==> src/rtl/seg_pkg.sv <==
// rtl/seg_pkg.sv - shared segment constants and hex-to-segment table
//
// Purpose: constants shared by the 7-segment scan controller and its decoder.
//   SEG_A..SEG_G, SEG_DP : bit positions inside the 8-bit seg bus
//   SEG_OFF              : all segments dark
//   HEX7_TABLE           : nibble 0..F -> {g,f,e,d,c,b,a}, active-high
package seg_pkg;

  localparam int SEG_A  = 0;
  localparam int SEG_B  = 1;
  localparam int SEG_C  = 2;
  localparam int SEG_D  = 3;
  localparam int SEG_E  = 4;
  localparam int SEG_F  = 5;
  localparam int SEG_G  = 6;
  localparam int SEG_DP = 7;

  localparam logic [7:0] SEG_OFF = 8'h00;

  localparam logic [6:0] HEX7_TABLE [16] = '{
    7'h3F, 7'h06, 7'h5B, 7'h4F,
    7'h66, 7'h6D, 7'h7D, 7'h07,
    7'h7F, 7'h6F, 7'h77, 7'h7C,
    7'h39, 7'h5E, 7'h79, 7'h71
  };

endpackage

==> src/rtl/hex7_decode.sv <==
// rtl/hex7_decode.sv - combinational hex nibble to 7-segment decoder
//
// Purpose: maps one hex nibble onto the active-high a..g segment pattern.
// Ports:
//   nibble  in   4  hex value 0..F
//   segs    out  7  {g,f,e,d,c,b,a}
module hex7_decode (
  input  logic [3:0] nibble,
  output logic [6:0] segs
);
  import seg_pkg::*;

  assign segs = HEX7_TABLE[nibble];

endmodule

==> src/rtl/seg_scan_ctrl.sv <==
// rtl/seg_scan_ctrl.sv - time-multiplexed 7-segment scan controller
//
// Purpose: latches display content into a shadow bank on load, promotes it to
// the active bank only on frame boundaries, and scans DIGITS common-cathode
// digits with a per-slot blanking window and a frame-counted blink phase.
// Ports:
//   clk          in   1         system clock
//   rst_n        in   1         asynchronous active-low reset
//   data         in   4*DIGITS  hex nibbles, digit 0 in the top nibble
//   dp           in   DIGITS    decimal-point mask, bit DIGITS-1 = digit 0
//   enable       in   DIGITS    digit enable mask, same order as dp
//   blink        in   DIGITS    blink mask, same order as dp
//   load         in   1         capture data/dp/enable/blink into shadow bank
//   frame_start  out  1         one-cycle pulse as digit 0's slot begins
//   cat          out  DIGITS    cathodes, active-low, bit DIGITS-1 = digit 0
//   seg          out  8         segments, active-high, seg[7] = dp
module seg_scan_ctrl #(
  parameter int DIGITS       = 8,
  parameter int SCAN_DIV     = 5000,
  parameter int BLANK_CYCLES = 50,
  parameter int BLINK_FRAMES = 50
) (
  input  logic                  clk,
  input  logic                  rst_n,
  input  logic [4*DIGITS-1:0]   data,
  input  logic [DIGITS-1:0]     dp,
  input  logic [DIGITS-1:0]     enable,
  input  logic [DIGITS-1:0]     blink,
  input  logic                  load,
  output logic                  frame_start,
  output logic [DIGITS-1:0]     cat,
  output logic [7:0]            seg
);
  import seg_pkg::*;

  localparam int DIV_W = (SCAN_DIV > 1)     ? $clog2(SCAN_DIV)     : 1;
  localparam int IDX_W = (DIGITS > 1)       ? $clog2(DIGITS)       : 1;
  localparam int FRM_W = (BLINK_FRAMES > 1) ? $clog2(BLINK_FRAMES) : 1;

  localparam logic [DIV_W-1:0] DIV_LAST  = DIV_W'(SCAN_DIV - 1);
  localparam logic [DIV_W-1:0] BLANK_END = DIV_W'(BLANK_CYCLES);
  localparam logic [IDX_W-1:0] IDX_LAST  = IDX_W'(DIGITS - 1);
  localparam logic [FRM_W-1:0] FRM_LAST  = FRM_W'(BLINK_FRAMES - 1);

  logic [DIV_W-1:0]    div;
  logic [IDX_W-1:0]    idx;
  logic [FRM_W-1:0]    frm_cnt;
  logic                blink_phase;

  logic [4*DIGITS-1:0] sh_data,  act_data;
  logic [DIGITS-1:0]   sh_dp,    act_dp;
  logic [DIGITS-1:0]   sh_en,    act_en;
  logic [DIGITS-1:0]   sh_blink, act_blink;

  logic                div_wrap;
  logic                boundary;
  logic [3:0]          cur_nib;
  logic                cur_dp;
  logic                cur_en;
  logic                cur_blink;
  logic [DIGITS-1:0]   sel_mask;
  logic                lit;
  logic [6:0]          dec_segs;
  logic [7:0]          seg_lit;

  assign div_wrap = (div == DIV_LAST);
  assign boundary = div_wrap && (idx == IDX_LAST);

  // Pick the active-bank fields of the digit currently being scanned.
  // Digit i lives at bit DIGITS-1-i of the masks and nibble DIGITS-1-i of data.
  always_comb begin
    cur_nib   = 4'h0;
    cur_dp    = 1'b0;
    cur_en    = 1'b0;
    cur_blink = 1'b0;
    sel_mask  = '0;
    for (int i = 0; i < DIGITS; i++) begin
      if (idx == IDX_W'(i)) begin
        cur_nib                = act_data[4*(DIGITS-1-i) +: 4];
        cur_dp                 = act_dp[DIGITS-1-i];
        cur_en                 = act_en[DIGITS-1-i];
        cur_blink              = act_blink[DIGITS-1-i];
        sel_mask[DIGITS-1-i]   = 1'b1;
      end
    end
  end

  hex7_decode u_hex7_decode (
    .nibble (cur_nib),
    .segs   (dec_segs)
  );

  always_comb begin
    seg_lit                = SEG_OFF;
    seg_lit[SEG_G:SEG_A]   = dec_segs;
    seg_lit[SEG_DP]        = cur_dp;
  end

  assign lit = (div >= BLANK_END) && cur_en && !(cur_blink && blink_phase);

  always_ff @(posedge clk or negedge rst_n) begin
    if (!rst_n) begin
      div         <= '0;
      idx         <= '0;
      frm_cnt     <= '0;
      blink_phase <= 1'b0;
      sh_data     <= '0;
      sh_dp       <= '0;
      sh_en       <= '0;
      sh_blink    <= '0;
      act_data    <= '0;
      act_dp      <= '0;
      act_en      <= '0;
      act_blink   <= '0;
      frame_start <= 1'b0;
      cat         <= '1;
      seg         <= SEG_OFF;
    end else begin
      // Outputs use the pre-update counters and active bank, so they trail
      // the scan state by exactly one cycle.
      frame_start <= boundary;
      cat         <= lit ? ~sel_mask : '1;
      seg         <= lit ? seg_lit : SEG_OFF;

      div <= div_wrap ? '0 : div + 1'b1;
      if (div_wrap) begin
        idx <= (idx == IDX_LAST) ? '0 : idx + 1'b1;
      end

      if (load) begin
        sh_data  <= data;
        sh_dp    <= dp;
        sh_en    <= enable;
        sh_blink <= blink;
      end

      if (boundary) begin
        // A load landing on the boundary itself bypasses the shadow bank so
        // it is not delayed by a whole frame.
        act_data  <= load ? data   : sh_data;
        act_dp    <= load ? dp     : sh_dp;
        act_en    <= load ? enable : sh_en;
        act_blink <= load ? blink  : sh_blink;

        if (frm_cnt == FRM_LAST) begin
          frm_cnt     <= '0;
          blink_phase <= ~blink_phase;
        end else begin
          frm_cnt <= frm_cnt + 1'b1;
        end
      end
    end
  end

endmodule

==> config.mk <==
export PLATFORM = sky130hd
export DESIGN_NAME = seg_scan_ctrl
export DESIGN_NICKNAME = d
export VERILOG_FILES = /design/src/rtl/seg_pkg.sv /design/src/rtl/hex7_decode.sv /design/src/rtl/seg_scan_ctrl.sv
export SDC_FILE = /design/constraint.sdc
export NUM_CORES = 1
export LEC_CHECK = 0
export BUFFER_PORTS_ARGS = -buffer_cell sky130_fd_sc_hd__buf_2
export CAP_MARGIN = 40
export CORE_ASPECT_RATIO = 0.9
export CORE_MARGIN = 1
export CORE_UTILIZATION = 30
export CTS_BUF_LIST = sky130_fd_sc_hd__clkbuf_8
export DETAILED_ROUTE_END_ITERATION = 8
export PLACE_DENSITY_LB_ADDON = 0.05
export SLEW_MARGIN = 20
export SYNTH_ARGS = -nofsm -noshare
export SYNTH_HDL_FRONTEND = slang
export SYNTH_SLANG_ARGS = --single-unit
==> constraint.sdc <==
create_clock -name clk -period 3 [get_ports clk]
set_clock_uncertainty 0.05 [all_clocks]
set_input_delay 0.15 -clock clk [delete_from_list [all_inputs] [get_ports clk]]
set_output_delay 0.15 -clock clk [all_outputs]
set_load 0.01 [all_outputs]
Word level (Yosys, flattened, before mapping):

Memories as Yosys holds them, arrays and structs flattened.
Cells that the tools add are included.

* flip-flop bits (word level): 152
* ROM bits: 112
* bits of input ports: 59
* memories: 1

Memories
* (name not given): words 16, width 7, read ports 1, clocked after Yosys merged registers in 0, wr ports 0, RTL line hex7_decode.sv:13 `assign segs = HEX7_TABLE[nibble];`

* add/subtract/negate cells: 3
* order comparisons: 2
* equality and inequality tests: 9
* muxes and demuxes: 51
* bitwise logic cells: 3
* reductions and logical operators: 7

Operators with widths (number)
* 2-to-1 mux 8 bit: 5
* 2-to-1 mux 1 bit: 32
* 2-to-1 mux 32 bit: 1
* 2-to-1 mux 4 bit: 8
* 2-to-1 mux 7 bit: 2
* adder 13 x 1 -> 13 bit, second input constant: 1
* equality test 13 bit, second input constant: 1
* greater-or-equal comparator 13 x 6 -> 1 bit, second input constant: 1
* 2-to-1 mux 13 bit: 1
* equality test 3 bit, second input constant: 4
* NOT 8 bit: 1
* adder 6 x 1 -> 6 bit, second input constant: 1
* equality test 3 x 2 -> 1 bit, second input constant: 2
* equality test 6 bit, second input constant: 1
* 2-to-1 mux 6 bit: 1
* greater-or-equal comparator 5 bit, second input constant: 1
* NOT 4 -> 5 bit: 1
* logical AND 1 bit: 4
* adder 3 x 1 -> 3 bit, second input constant: 1
* equality test 3 x 1 -> 1 bit, second input constant: 1
* logical NOT 3 bit: 1
* 2-to-1 mux 3 bit: 1
* AND reduction 2 bit: 1
* logical NOT 1 bit: 1
* NOT 1 bit: 1

Longest topological paths before layout:

Gate-level depths: netlist (run 1).

* depth after elaboration: 14
* gate-level depth with buffers: 15

Hierarchy:

From an unflattened synthesis (run 1), not the netlist that was laid out.

* cells, all modules: 542
* area total of the unflattened synthesis: 6781.5 um^2

Modules (own cells, without submodules)
* seg_scan_ctrl: times used 1, cells each 509, area each 6493.7 um^2, seq. area each 3813.7 um^2
* hex7_decode: times used 1, cells each 33, area each 287.8 um^2, seq. area each 0.0 um^2

Worst setup path before layout (run 1):

Ideal clock, no wire load.

* path type: reg-to-reg
* start: reg idx[0]
* end: reg seg[1]
* setup time: 0.120 ns
* arrival: 2.770 ns
* setup slack: 0.060 ns
* stages on the path, launching flop included: 13
* path buffers: 3
* path through: dfrtp_1 -> inv_1 -> ha_1 -> buf_2 -> buf_2 -> buf_2 -> a211oi_1 -> o211ai_1 -> a32oi_1 -> inv_1 -> ha_1 -> or3b_1 -> and4_1

* word-level cells in the longest chain between the ends: 14
* elaborated cells on any way between the ends: 41
* those cells by class: eq/ne (7); mux (27); bitwise (1); reduce/logical (5); memory (1)

Ends and longest elaborated chain
* start: declaration: RTL line seg_scan_ctrl.sv:46 `logic [IDX_W-1:0] idx;`
* start signal: assignment: RTL line seg_scan_ctrl.sv:127 `idx <= (idx == IDX_LAST) ? '0 : idx + 1'b1;`
* logical NOT 3 bit: RTL line seg_scan_ctrl.sv:78 `if (idx == IDX_W'(i)) begin`
* 2-to-1 mux 4 bit (8 in a row): RTL line seg_scan_ctrl.sv:78
* NOT 4 -> 5 bit (not written as such): RTL line hex7_decode.sv:13
* memory read (16 x 7 bit)
* 2-to-1 mux 7 bit (not written as such) (2 in a row): RTL line hex7_decode.sv:13
* 2-to-1 mux 8 bit *: RTL line seg_scan_ctrl.sv:123 `seg <= lit ? seg_lit : SEG_OFF;`
* end signal: assignment: RTL line seg_scan_ctrl.sv:123
* end: declaration: RTL line seg_scan_ctrl.sv:32 `output logic [7:0] seg`

Mark *: on every way between the ends. The rest lies on a longest branch, timed or not. The select of a mux whose other input is x is not followed.
A chain may end at the register's enable or synchronous reset.

Worst setup path after layout (run 1):

* start: reg idx[0]
* end: reg seg[5]

Same word-level chain as after synthesis.

==> results.tsv, run 1 <==
stage	metric	value	unit
status	status	complete, no violations	
timing	final-hold-violation-count	0	
route	routed_via_density	4.63	
cells_and_area	fraction_of_layout_cells_with_a_size_suffix_above_1	35.3	%
global_route	antenna_violations_before_repair	0	
timing	min_period_over_period	93.5	%
logic_synthesis	post_synth.cell_area_avg	12.5	um^2
critical_path	end_kind	flip-flop	
critical_path	worst-setup-path-type	flip-flop to flip-flop	
timing	worst_slew_pin_slew	0.709	ns
die	core_box_area	22000	um^2
cells_and_area	instances_no_fill	1002	
timing	rsz0062_at_grt	no	
clocking	cts_tree	built	
cells_and_area	final_nets	774	
timing	setup_viol	0	
cells_and_area	seqCellArea	3810	um^2
placed_design	placedInstanceArea	7660	um^2
logic_synthesis	synth_compound_gate_area_share	8.04	%
logic_synthesis	synthesis.yosys.warnings	0	
route	routed_wl	16.1	mm
route	drtIter0Drc	291	
power	power.leakage	3.95	nW
clocking	clock_path_buffers	2	
logic_synthesis	postSynthNetCount	621	
die	die_h	145	um
power	irDropWorstVdd	222	uV
clocking	cts-htree-levels	4	
cells_and_area	area_used_by_multi_input_combinational_logic	2760	um^2
logic_synthesis	synthSimpleGateAreaFrac	10.3	%
critical_path	critPathArrivalTime	3.09	ns
logic_synthesis	synth_flop_cell	sky130_fd_sc_hd__dfrtp_1	
route	routed-via-count	4640	
route	avgRoutedWirePerCell	16.0	um
die	placementRows	51	
placed_design	placed_cells	914	
die	floorplan.die.width	161	um
cells_and_area	synthToLayoutAreaGrowth	27.1	%
logic_synthesis	synth-adder-area-share	2.94	%
placed_design	dp_hpwl	11.2	mm
hold_path	hold_path.class	input port to asynchronous set/reset pin	
clocking	worst_setup_hold_path_clk_slew	0.08	ns
critical_path	worst_ep_required_time	3.28	ns
logic_synthesis	post_synth_num_cell_types	63	
logic_synthesis	syn-instance-count	546	
cells_and_area	post-route-cell-area	8640	um^2
critical_path	crit_path_cell_trace	ha_1 > ha_1 > buf_4 > a211oi_1 > a211oi_1 > a2111oi_2 > buf_4 > or2_1 > nand2_1 > o221a_2	
power	report.power.total	4.00	mW
critical_path	count_of_buffering_cells_on_the_critical_path_with_inverters_included	2	
placed_design	port-buffer-count	75	
timing	max_clock_freq	356	MHz
power	power_density	463	nW/um^2
die	initial_utilization	31.0	%
logic_synthesis	netlist.top_cell.by_area	sky130_fd_sc_hd__dfrtp_1	
timing	post-route-worst-setup-slack	0.194	ns
placed_design	place_ws	0.146	ns
die	die_area	23300	um^2
clocking	clock_tree.root_cell	sky130_fd_sc_hd__clkbuf_8	
logic_synthesis	post_synth_instance_area	6800	um^2
timing	timing.max_slew.rel_slack	52.7	%
logic_synthesis	synth-seq-area-share	56.1	%
logic_synthesis	post_synth_main_area_contributors	sky130_fd_sc_hd__dfrtp_1, sky130_fd_sc_hd__mux2_2, sky130_fd_sc_hd__dfstp_2	
global_route	maximum_number_of_pins_on_one_net_before_global_route_repair	75	
critical_path	worst_path_largest_cell_delay	0.43	ns
clocking	clock-sinks	152	
critical_path	path_depth	10	
timing	setup_tns	0	ns
timing	final_critical_path_time_including_i_o_delays_and_setup	2.81	ns
route	remaining_design_rule_violation_count	0	
global_route	globalRouteTotalUtil	15.3	%
critical_path	crit_slowest_cell	sky130_fd_sc_hd__a2111oi_2	
critical_path	worst-path-max-fanout	9	
logic_synthesis	largest_family_of_logic_cells_by_synthesized_area	multiplexers	
die	top_level_ports	76	
logic_synthesis	postSynthRegisterBits	152	
timing	fin_hold_ws	0.250	ns
cells_and_area	final.fill_count	2139	
cells_and_area	finish.utilization	39.4	%
logic_synthesis	synth_largest_type_area_fraction	53.0	%
route	drt_first_pass_iters	4	
cells_and_area	mostFrequentLayoutCells	sky130_fd_sc_hd__dfrtp_1, sky130_fd_sc_hd__mux2_2, sky130_fd_sc_hd__buf_2	
logic_synthesis	synth_xor_area_share	1.42	%
critical_path	crit_family	compound AO/OA/AOI/OAI gates	
clocking	post-cts-setup-buffer-count	0	
placed_design	gp_routability_congestion	0.852	
logic_synthesis	async_flop_share	100	%
critical_path	reg2reg_depth	10	
global_route	grt_overflow	0	
logic_synthesis	synth_mux_area_share	17.7	%
cells_and_area	mostFrequentLayoutCell	sky130_fd_sc_hd__dfrtp_1	
logic_synthesis	count_of_flip_flops_with_a_built_in_enable_after_synthesis	0	
global_route	grt_pass1_wl	27.1	mm
flow_run	cap_violations	0	
global_route	first_global_vias	4868	
clocking	clk-insertion-delay-late	0.45	ns
critical_path	setup.worst_path.start_class	flip-flop	
cells_and_area	num_antenna_cells	0	
route	ant_nets	0	
timing	final_max_slew_viol_count	0	
clocking	cts_buffers	17	
[timing repair]
action                                  in CTS  in global routing
gates resized for setup                      0                  3
endpoints found under the setup margin       0                  5
hold endpoints to repair                   124                  0
hold buffers                                57                  0
[routing by layer]
metal	track usage [%]	vias to the layer above	wire, um
met5	0	-	0
met1	21.0	2287	8060
met2	23.9	94	7240
met4	4.51	0	205
met3	3.73	13	552
li1	-	2246	-
[cell families (layout without fill, tap and decap cells)]
kind of cell,Yosys count,count (layout)
buffers and inverters,49,214
adder cells (fa/ha/maj),16,16
flip-flops,152,152
XOR/XNOR,11,11
AO/OA/AOI/OAI,81,81
AND/OR/NAND/NOR,130,130
multiplexers,107,107
[flip-flops by register name (all words and copies together), names as in the netlist, 6 cells and up]
register and flops:
act_data 32, sh_data 32, div 13, act_blink 8, act_dp 8, act_en 8, cat 8, seg 8
sh_blink 8, sh_dp 8, sh_en 8, frm_cnt 6
[report_power, final]
group / internal (mW) / switching (mW)
Sequential: 2.12 / 0.0176
Clock: 0.837 / 0.759
Combinational: 0.150 / 0.116
Total: 3.11 / 0.893
[cells in the mapped netlist (3+ instances only)]
cell type,number
sky130_fd_sc_hd__dfrtp_1,144
sky130_fd_sc_hd__mux2_2,95
sky130_fd_sc_hd__nand2_1,43
sky130_fd_sc_hd__o21ai_0,25
sky130_fd_sc_hd__inv_1,19
sky130_fd_sc_hd__a21oi_1,16
sky130_fd_sc_hd__ha_1,16
sky130_fd_sc_hd__nor2_1,16
sky130_fd_sc_hd__nand3_1,15
sky130_fd_sc_hd__buf_2,11
sky130_fd_sc_hd__clkbuf_1,11
sky130_fd_sc_hd__mux2_1,10
sky130_fd_sc_hd__dfstp_2,8
sky130_fd_sc_hd__nand3b_1,8
sky130_fd_sc_hd__nor2b_1,8
sky130_fd_sc_hd__xnor2_1,6
sky130_fd_sc_hd__a211oi_1,5
sky130_fd_sc_hd__nand4_1,5
sky130_fd_sc_hd__nor3_1,5
sky130_fd_sc_hd__xor2_1,5
sky130_fd_sc_hd__a31oi_1,4
sky130_fd_sc_hd__and2_1,4
sky130_fd_sc_hd__buf_4,4
sky130_fd_sc_hd__a221oi_1,3
sky130_fd_sc_hd__buf_6,3
sky130_fd_sc_hd__o211ai_1,3
sky130_fd_sc_hd__o221a_2,3
sky130_fd_sc_hd__or4_1,3
[worst paths after layout]
kind                                  startpoint                       end  slack [ns]
setup / recovery              idx[0]$_DFFE_PN0N_          seg[5]$_DFF_PN0_        0.19
hold / removal                             rst_n     sh_data[18]$_DFF_PN0_        0.25
setup reg to reg              idx[0]$_DFFE_PN0N_          seg[5]$_DFF_PN0_        0.19
hold reg to reg            sh_data[24]$_DFF_PN0_     sh_data[24]$_DFF_PN0_        0.44
max in group asynchronous                  rst_n  act_blink[2]$_DFFE_PN0P_        1.82
min in group clk                            load     sh_data[30]$_DFF_PN0_        0.34
[layout make-up]
| class | count | area share [%] |
|---|---|---|
| clock buffer | 22 | 3.51 |
| clock inverter | 9 | 1.14 |
| inverter | 19 | 0.826 |
| multi-input combinational | 345 | 31.9 |
| sequential | 152 | 44.1 |
| tap | 291 | 4.21 |
| timing repair buffer | 164 | 14.2 |
Note: power is estimated with default switching activity, not from simulation.
==> inputs of run 2 (changes only) <==
clock period = 3.5 ns   (was 3 ns; I/O delays follow)
==> results.tsv, run 2 (synthesis gave the netlist of run 1 again) <==
stage	metric	value	unit	change
critical_path	crit_slowest_cell	sky130_fd_sc_hd__a2111oi_2		
timing	max_clock_freq	315	MHz	-12%
global_route	globalRouteTotalUtil	14.4	%	-0.91 points
cells_and_area	area_used_by_multi_input_combinational_logic	2750	um^2	-0.32%
cells_and_area	post-route-cell-area	8590	um^2	-0.61%
power	internal_power	2.80	mW	-9.9%
route	drt_first_pass_iters	5		+1
timing	rsz0062_at_grt	no		
critical_path	count_of_buffering_cells_on_the_critical_path_with_inverters_included	2		unchanged
die	die_h	145	um	unchanged
route	drtIter0Drc	155		-47%
route	avgRoutedWirePerCell	15.6	um	-2.5%
timing	fin_hold_ws	0.174	ns	-0.0759 ns
die	initial_utilization	31.0	%	unchanged
power	power_density	417	nW/um^2	-10%
global_route	maximum_number_of_pins_on_one_net_before_global_route_repair	69		-8.0%
critical_path	setup.worst_path.start_class	flip-flop		
die	placementRows	51		unchanged
critical_path	worst_path_largest_cell_delay	0.67	ns	+0.24 ns
power	p_sw_share	21.8	%	-0.52 points
global_route	grt_overflow	0		unchanged
power	power_frac_comb	6.4	%	-0.3 points
power	irDropWorstVdd	193	uV	-13%
cells_and_area	instances_no_fill	993		-0.90%
clocking	clk-insertion-delay-late	0.45	ns	about the same
cells_and_area	mostFrequentLayoutCells	sky130_fd_sc_hd__dfrtp_1, sky130_fd_sc_hd__mux2_2, sky130_fd_sc_hd__buf_2		
placed_design	dp_hpwl	10.9	mm	-2.4%
timing	min_period_over_period	90.7	%	-2.8 points
clocking	worst_setup_hold_path_clk_slew	0.08	ns	about the same
global_route	antenna_violations_before_repair	0		unchanged
status	status	complete, no violations		
critical_path	regToRegSetupSlack	0.33	ns	+0.13 ns
cells_and_area	reg_top3	act_data (32), sh_data (32), div (13)		
clocking	clock_tree.root_cell	sky130_fd_sc_hd__clkbuf_8		
power	fraction_of_power_consumed_by_sequential_logic	51.2	%	-2.3 points
cells_and_area	num_antenna_cells	0		unchanged
route	routed-via-count	4610		-0.65%
critical_path	worst-setup-path-type	flip-flop to flip-flop		
clocking	cts-htree-levels	4		unchanged
timing	timing.max_slew.rel_slack	49.1	%	-3.6 points
timing	setup_tns	0	ns	unchanged
route	remaining_design_rule_violation_count	0		unchanged
timing	final_max_slew_viol_count	0		unchanged
critical_path	end_kind	flip-flop		
clocking	clock_path_buffers	2		unchanged
timing	post-route-worst-setup-slack	0.326	ns	+0.132 ns
global_route	grt_pass1_wl	25.6	mm	-5.6%
power	power.leakage	3.92	nW	-0.72%
die	die_area	23300	um^2	unchanged
die	core_box_area	22000	um^2	unchanged
placed_design	gp_routability_congestion	0.828		-2.8%
cells_and_area	final_nets	764		-1.3%
flow_run	cap_violations	0		unchanged
cells_and_area	fraction_of_layout_cells_with_a_size_suffix_above_1	34.3	%	-0.97 points
cells_and_area	finish.utilization	39.1	%	-0.24 points
cells_and_area	final.fill_count	2168		+1.4%
clocking	cts_tree	built		
timing	final_critical_path_time_including_i_o_delays_and_setup	3.17	ns	+0.368 ns
power	share_clk_of_total_power	42.4	%	+2.5 points
cells_and_area	synthToLayoutAreaGrowth	26.3	%	
hold_path	hold_path.class	input port to asynchronous set/reset pin		
clocking	cts_buffers	17		unchanged
placed_design	placedInstanceArea	7560	um^2	-1.3%
cells_and_area	mostFrequentLayoutCell	sky130_fd_sc_hd__dfrtp_1		
critical_path	worst-path-max-fanout	18		+9
placed_design	port-buffer-count	75		unchanged
global_route	first_global_vias	4779		-1.8%
timing	setup_viol	0		unchanged
die	floorplan.die.width	161	um	unchanged
critical_path	worst_ep_required_time	3.79	ns	+0.51 ns
route	ant_nets	0		unchanged
cells_and_area	seqCellArea	3810	um^2	unchanged
clocking	clock-sinks	152		unchanged
critical_path	crit_family	simple AND/OR/NAND/NOR gates		
placed_design	placed_cells	904		-1.1%
placed_design	place_ws	0.263	ns	+0.117 ns
die	top_level_ports	76		unchanged
critical_path	critPathArrivalTime	3.46	ns	+0.37 ns
route	routed_wl	15.5	mm	-3.4%
route	routed_via_density	4.64		+0.25%
timing	final-hold-violation-count	0		unchanged
timing	worst_slew_pin_slew	0.762	ns	+0.0528 ns
critical_path	crit_path_cell_trace	inv_1 > ha_1 > buf_4 > nand3b_1 > a21oi_1 > a2111oi_2 > nor2_2 > or3b_1 > and4_1		
power	report.power.total	3.58	mW	-11%
power	switching_power	0.780	mW	-13%
-- run 2: cell count changes in the layout (fill, tap and decap cells not counted), moves of 2 or more --
| cell | before | now |
|---|---|---|
| sky130_fd_sc_hd__bufinv_16 | 2 | 4 |
| sky130_fd_sc_hd__buf_12 | 3 | 1 |
| sky130_fd_sc_hd__clkinv_4 | 1 | 3 |
| sky130_fd_sc_hd__buf_4 | 29 | 21 |
-- run 2: timing repair --
| item | 4_1_cts | 5_1_grt |
|---|---|---|
| endpoints found under the setup margin | 0 | 1 |
| gates resized for setup | 0 | 1 |
| hold endpoints to repair | 105 | 0 |
| setup buffers | 0 | 0 |
| hold buffers | 57 | 0 |
-- run 2: power groups by stage --
stage | Sequential [mW] | Clock (mW) | Combinational [mW]
floorplan | 1.86 | 0 | 0.0889
global placement | 1.87 | 0 | 0.186
detailed placement | 1.87 | 0 | 0.188
CTS | 1.83 | 1.57 | 0.238
global route | 1.84 | 1.65 | 0.259
finish | 1.83 | 1.52 | 0.230
-- run 2: layout make-up --
class                   instances  area share [%]
repair buffers                154            13.2
clock buffers                  21            3.37
well taps                     291            4.24
inverters                      19           0.831
multi-input cells             345            32.0
flip-flops and latches        152            44.4
clock inverters                11            1.97
-- run 2: per-layer routing --
layer,track usage [%],vias up,share of wire [%]
met2,22.6,77,45
met5,0,-,0
li1,-,2243,-
met1,19.5,2279,50
met4,4.61,0,1.2
met3,3.59,11,3.3
-- run 2: worst paths after layout --
| kind | start | endpoint | cells past startpoint |
|---|---|---|---|
| setup / recovery | idx[0]$_DFFE_PN0N_ | seg[1]$_DFF_PN0_ | 9 |
| hold / removal | rst_n | sh_data[17]$_DFF_PN0_ | 2 |
| setup reg to reg | idx[0]$_DFFE_PN0N_ | seg[1]$_DFF_PN0_ | 9 |
| hold reg to reg | div[0]$_DFF_PN0_ | div[0]$_DFF_PN0_ | 1 |
| max in group asynchronous | rst_n | cat[0]$_DFF_PN1_ | 3 |
| min in group clk | load | sh_en[7]$_DFF_PN0_ | 2 |
==> inputs of run 3 (changes only) <==
PLACE_DENSITY = 0.57   (was not set)
PLACE_DENSITY_LB_ADDON = not set   (was 0.05)
clock period = 3.8 ns   (was 3.5 ns; I/O delays follow)
==> results.tsv, run 3 (synthesis gave the netlist of run 1 again) <==
stage	metric	value	unit	change
timing	rsz0062_at_grt	no		
global_route	globalRouteTotalUtil	14.2	%	-0.22 points
die	placementRows	51		unchanged
clocking	holdBufCountCts	57		unchanged
cells_and_area	reg_top3	act_data (32), sh_data (32), div (13)		
critical_path	startpoint	idx[0]$_DFFE_PN0N_		
status	status	complete, no violations		
clocking	worst_setup_hold_path_clk_slew	0.08	ns	about the same
die	initial_utilization	31.0	%	unchanged
cells_and_area	final_nets	755		-1.2%
global_route	first_global_vias	4885		+2.2%
timing	final_critical_path_time_including_i_o_delays_and_setup	3.25	ns	+0.0741 ns
critical_path	end_kind	flip-flop		
timing	setup_viol	0		unchanged
die	die_h	145	um	unchanged
clocking	cts_tree	built		
route	drtIter0Drc	324		+110%
route	routed_via_density	4.77		+2.8%
critical_path	worst_ep_required_time	4.10	ns	+0.31 ns
power	report.power.total	3.27	mW	-8.8%
timing	setup_tns	0	ns	unchanged
route	routed-via-count	4691		+1.8%
critical_path	crit_family	simple AND/OR/NAND/NOR gates		
critical_path	worst_path_largest_cell_delay	0.67	ns	about the same
critical_path	worst-path-max-fanout	21		+3
route	drt_first_pass_iters	5		unchanged
timing	final_max_slew_viol_count	0		unchanged
placed_design	placed_cells	894		-1.1%
clocking	cts_buffers	17		unchanged
flow_run	cap_violations	0		unchanged
clocking	clock_tree.root_cell	sky130_fd_sc_hd__clkbuf_8		
route	wl_met2	7.06	mm	+0.71%
critical_path	worst-setup-path-type	flip-flop to flip-flop		
route	highest_layer	met4		
critical_path	critPathArrivalTime	3.54	ns	+0.08 ns
clocking	cts.repair.resized	0		unchanged
clocking	clock-sinks	152		unchanged
global_route	antenna_violations_before_repair	0		unchanged
critical_path	count_of_buffering_cells_on_the_critical_path_with_inverters_included	2		unchanged
die	floorplan.die.width	161	um	unchanged
timing	min_period_over_period	85.5	%	-5.2 points
clocking	cts-htree-levels	4		unchanged
placed_design	dp_hpwl	10.8	mm	-1.1%
global_route	grt_overflow	0		unchanged
placed_design	port-buffer-count	75		unchanged
critical_path	crit_path_cell_trace	inv_1 > ha_1 > buf_4 > nor3b_1 > a211oi_1 > a2111oi_2 > nor2_2 > or3b_1 > and4_1		
critical_path	crit_slowest_cell	sky130_fd_sc_hd__a2111oi_2		
hold_path	hold_path.class	input port to asynchronous set/reset pin		
cells_and_area	finish.utilization	38.8	%	-0.30 points
clocking	clock_path_buffers	2		unchanged
route	ant_nets	0		unchanged
timing	worst_slew_pin_slew	0.778	ns	+0.0157 ns
global_route	grt_pass1_wl	25.4	mm	-0.86%
clocking	post-cts-setup-buffer-count	0		unchanged
die	top_level_ports	76		unchanged
timing	timing.max_slew.rel_slack	47.7	%	-1.4 points
power	power.leakage	3.85	nW	-1.8%
route	avgRoutedWirePerCell	15.5	um	-0.98%
cells_and_area	synthToLayoutAreaGrowth	25.3	%	
clocking	clk-insertion-delay-late	0.46	ns	about the same
cells_and_area	num_antenna_cells	0		unchanged
placed_design	place_ws	0.598	ns	+0.335 ns
cells_and_area	instances_no_fill	983		-1.0%
power	irDropWorstVdd	181	uV	-6.0%
power	power_density	383	nW/um^2	-8.1%
route	routed_wl	15.2	mm	-2.0%
timing	post-route-worst-setup-slack	0.552	ns	+0.226 ns
die	core_box_area	22000	um^2	unchanged
timing	max_clock_freq	308	MHz	-2.3%
placed_design	gp_routability_congestion	0.839		+1.3%
route	route.met3.wl	715	um	+38%
route	detail_route.wirelength.met1	7.24	mm	-7.2%
critical_path	setup.worst_path.start_class	flip-flop		
route	remaining_design_rule_violation_count	0		unchanged
cells_and_area	fraction_of_layout_cells_with_a_size_suffix_above_1	33.5	%	-0.80 points
die	die_area	23300	um^2	unchanged
cells_and_area	mostFrequentLayoutCell	sky130_fd_sc_hd__dfrtp_1		
global_route	maximum_number_of_pins_on_one_net_before_global_route_repair	91		+32%
cells_and_area	mostFrequentLayoutCells	sky130_fd_sc_hd__dfrtp_1, sky130_fd_sc_hd__mux2_2, sky130_fd_sc_hd__buf_2		
timing	final-hold-violation-count	0		unchanged
critical_path	r2r-start	idx[0]$_DFFE_PN0N_		
-- run 3: cell type report --
type | count | area (um^2)
tap | 291 | 364
sequential | 152 | 3810
multi-input combinational | 345 | 2750
inverter | 19 | 71.3
clock inverter | 13 | 194
clock buffer | 18 | 248
timing repair buffer | 145 | 1080
fill | 2155 | 13400
-- run 3: worst reg2reg max path, cell delays in order, from the launching register on --
cell and delay (ns):
sky130_fd_sc_hd__dfrtp_1 0.41, sky130_fd_sc_hd__inv_1 0.13, sky130_fd_sc_hd__ha_1 0.61, sky130_fd_sc_hd__buf_4 0.29, sky130_fd_sc_hd__nor3b_1 0.19, sky130_fd_sc_hd__a211oi_1 0.08, sky130_fd_sc_hd__a2111oi_2 0.67, sky130_fd_sc_hd__nor2_2 0.16
sky130_fd_sc_hd__or3b_1 0.39, sky130_fd_sc_hd__and4_1 0.17
-- run 3: final timing paths --
kind	endpoint	cells past startpoint	slack, ns
max in group asynchronous	div[7]$_DFF_PN0_	4	2.65
max reg2reg	seg[1]$_DFF_PN0_	9	0.55
min in group clk	sh_blink[5]$_DFF_PN0_	2	0.24
min reg2reg	div[0]$_DFF_PN0_	1	0.44
min	act_data[2]$_DFFE_PN0P_	2	0.14
max	seg[1]$_DFF_PN0_	9	0.55
-- run 3: power by group --
group	switching, mW	internal [mW]
registers	0.0139	1.67
logic	0.0931	0.120
clock network	0.627	0.738
total	0.734	2.53
-- run 3: layer usage --
| layer | vias up | global-route usage, % |
|---|---|---|
| met5 | - | 0 |
| li1 | 2217 | - |
| met4 | 0 | 5.31 |
| met2 | 114 | 22.4 |
| met1 | 2344 | 18.8 |
| met3 | 16 | 3.59 |
-- run 3: stage by stage --
step / hold WS [ns] / area (um^2)
6_report: 0.137 / 8520
3_5_place_dp: 0.267 / 7480
3_3_place_gp: 0.256 / 7470
2_1_floorplan: -0.156 / 6800
5_1_grt: 0.144 / 8520
4_1_cts: 0.215 / 8490
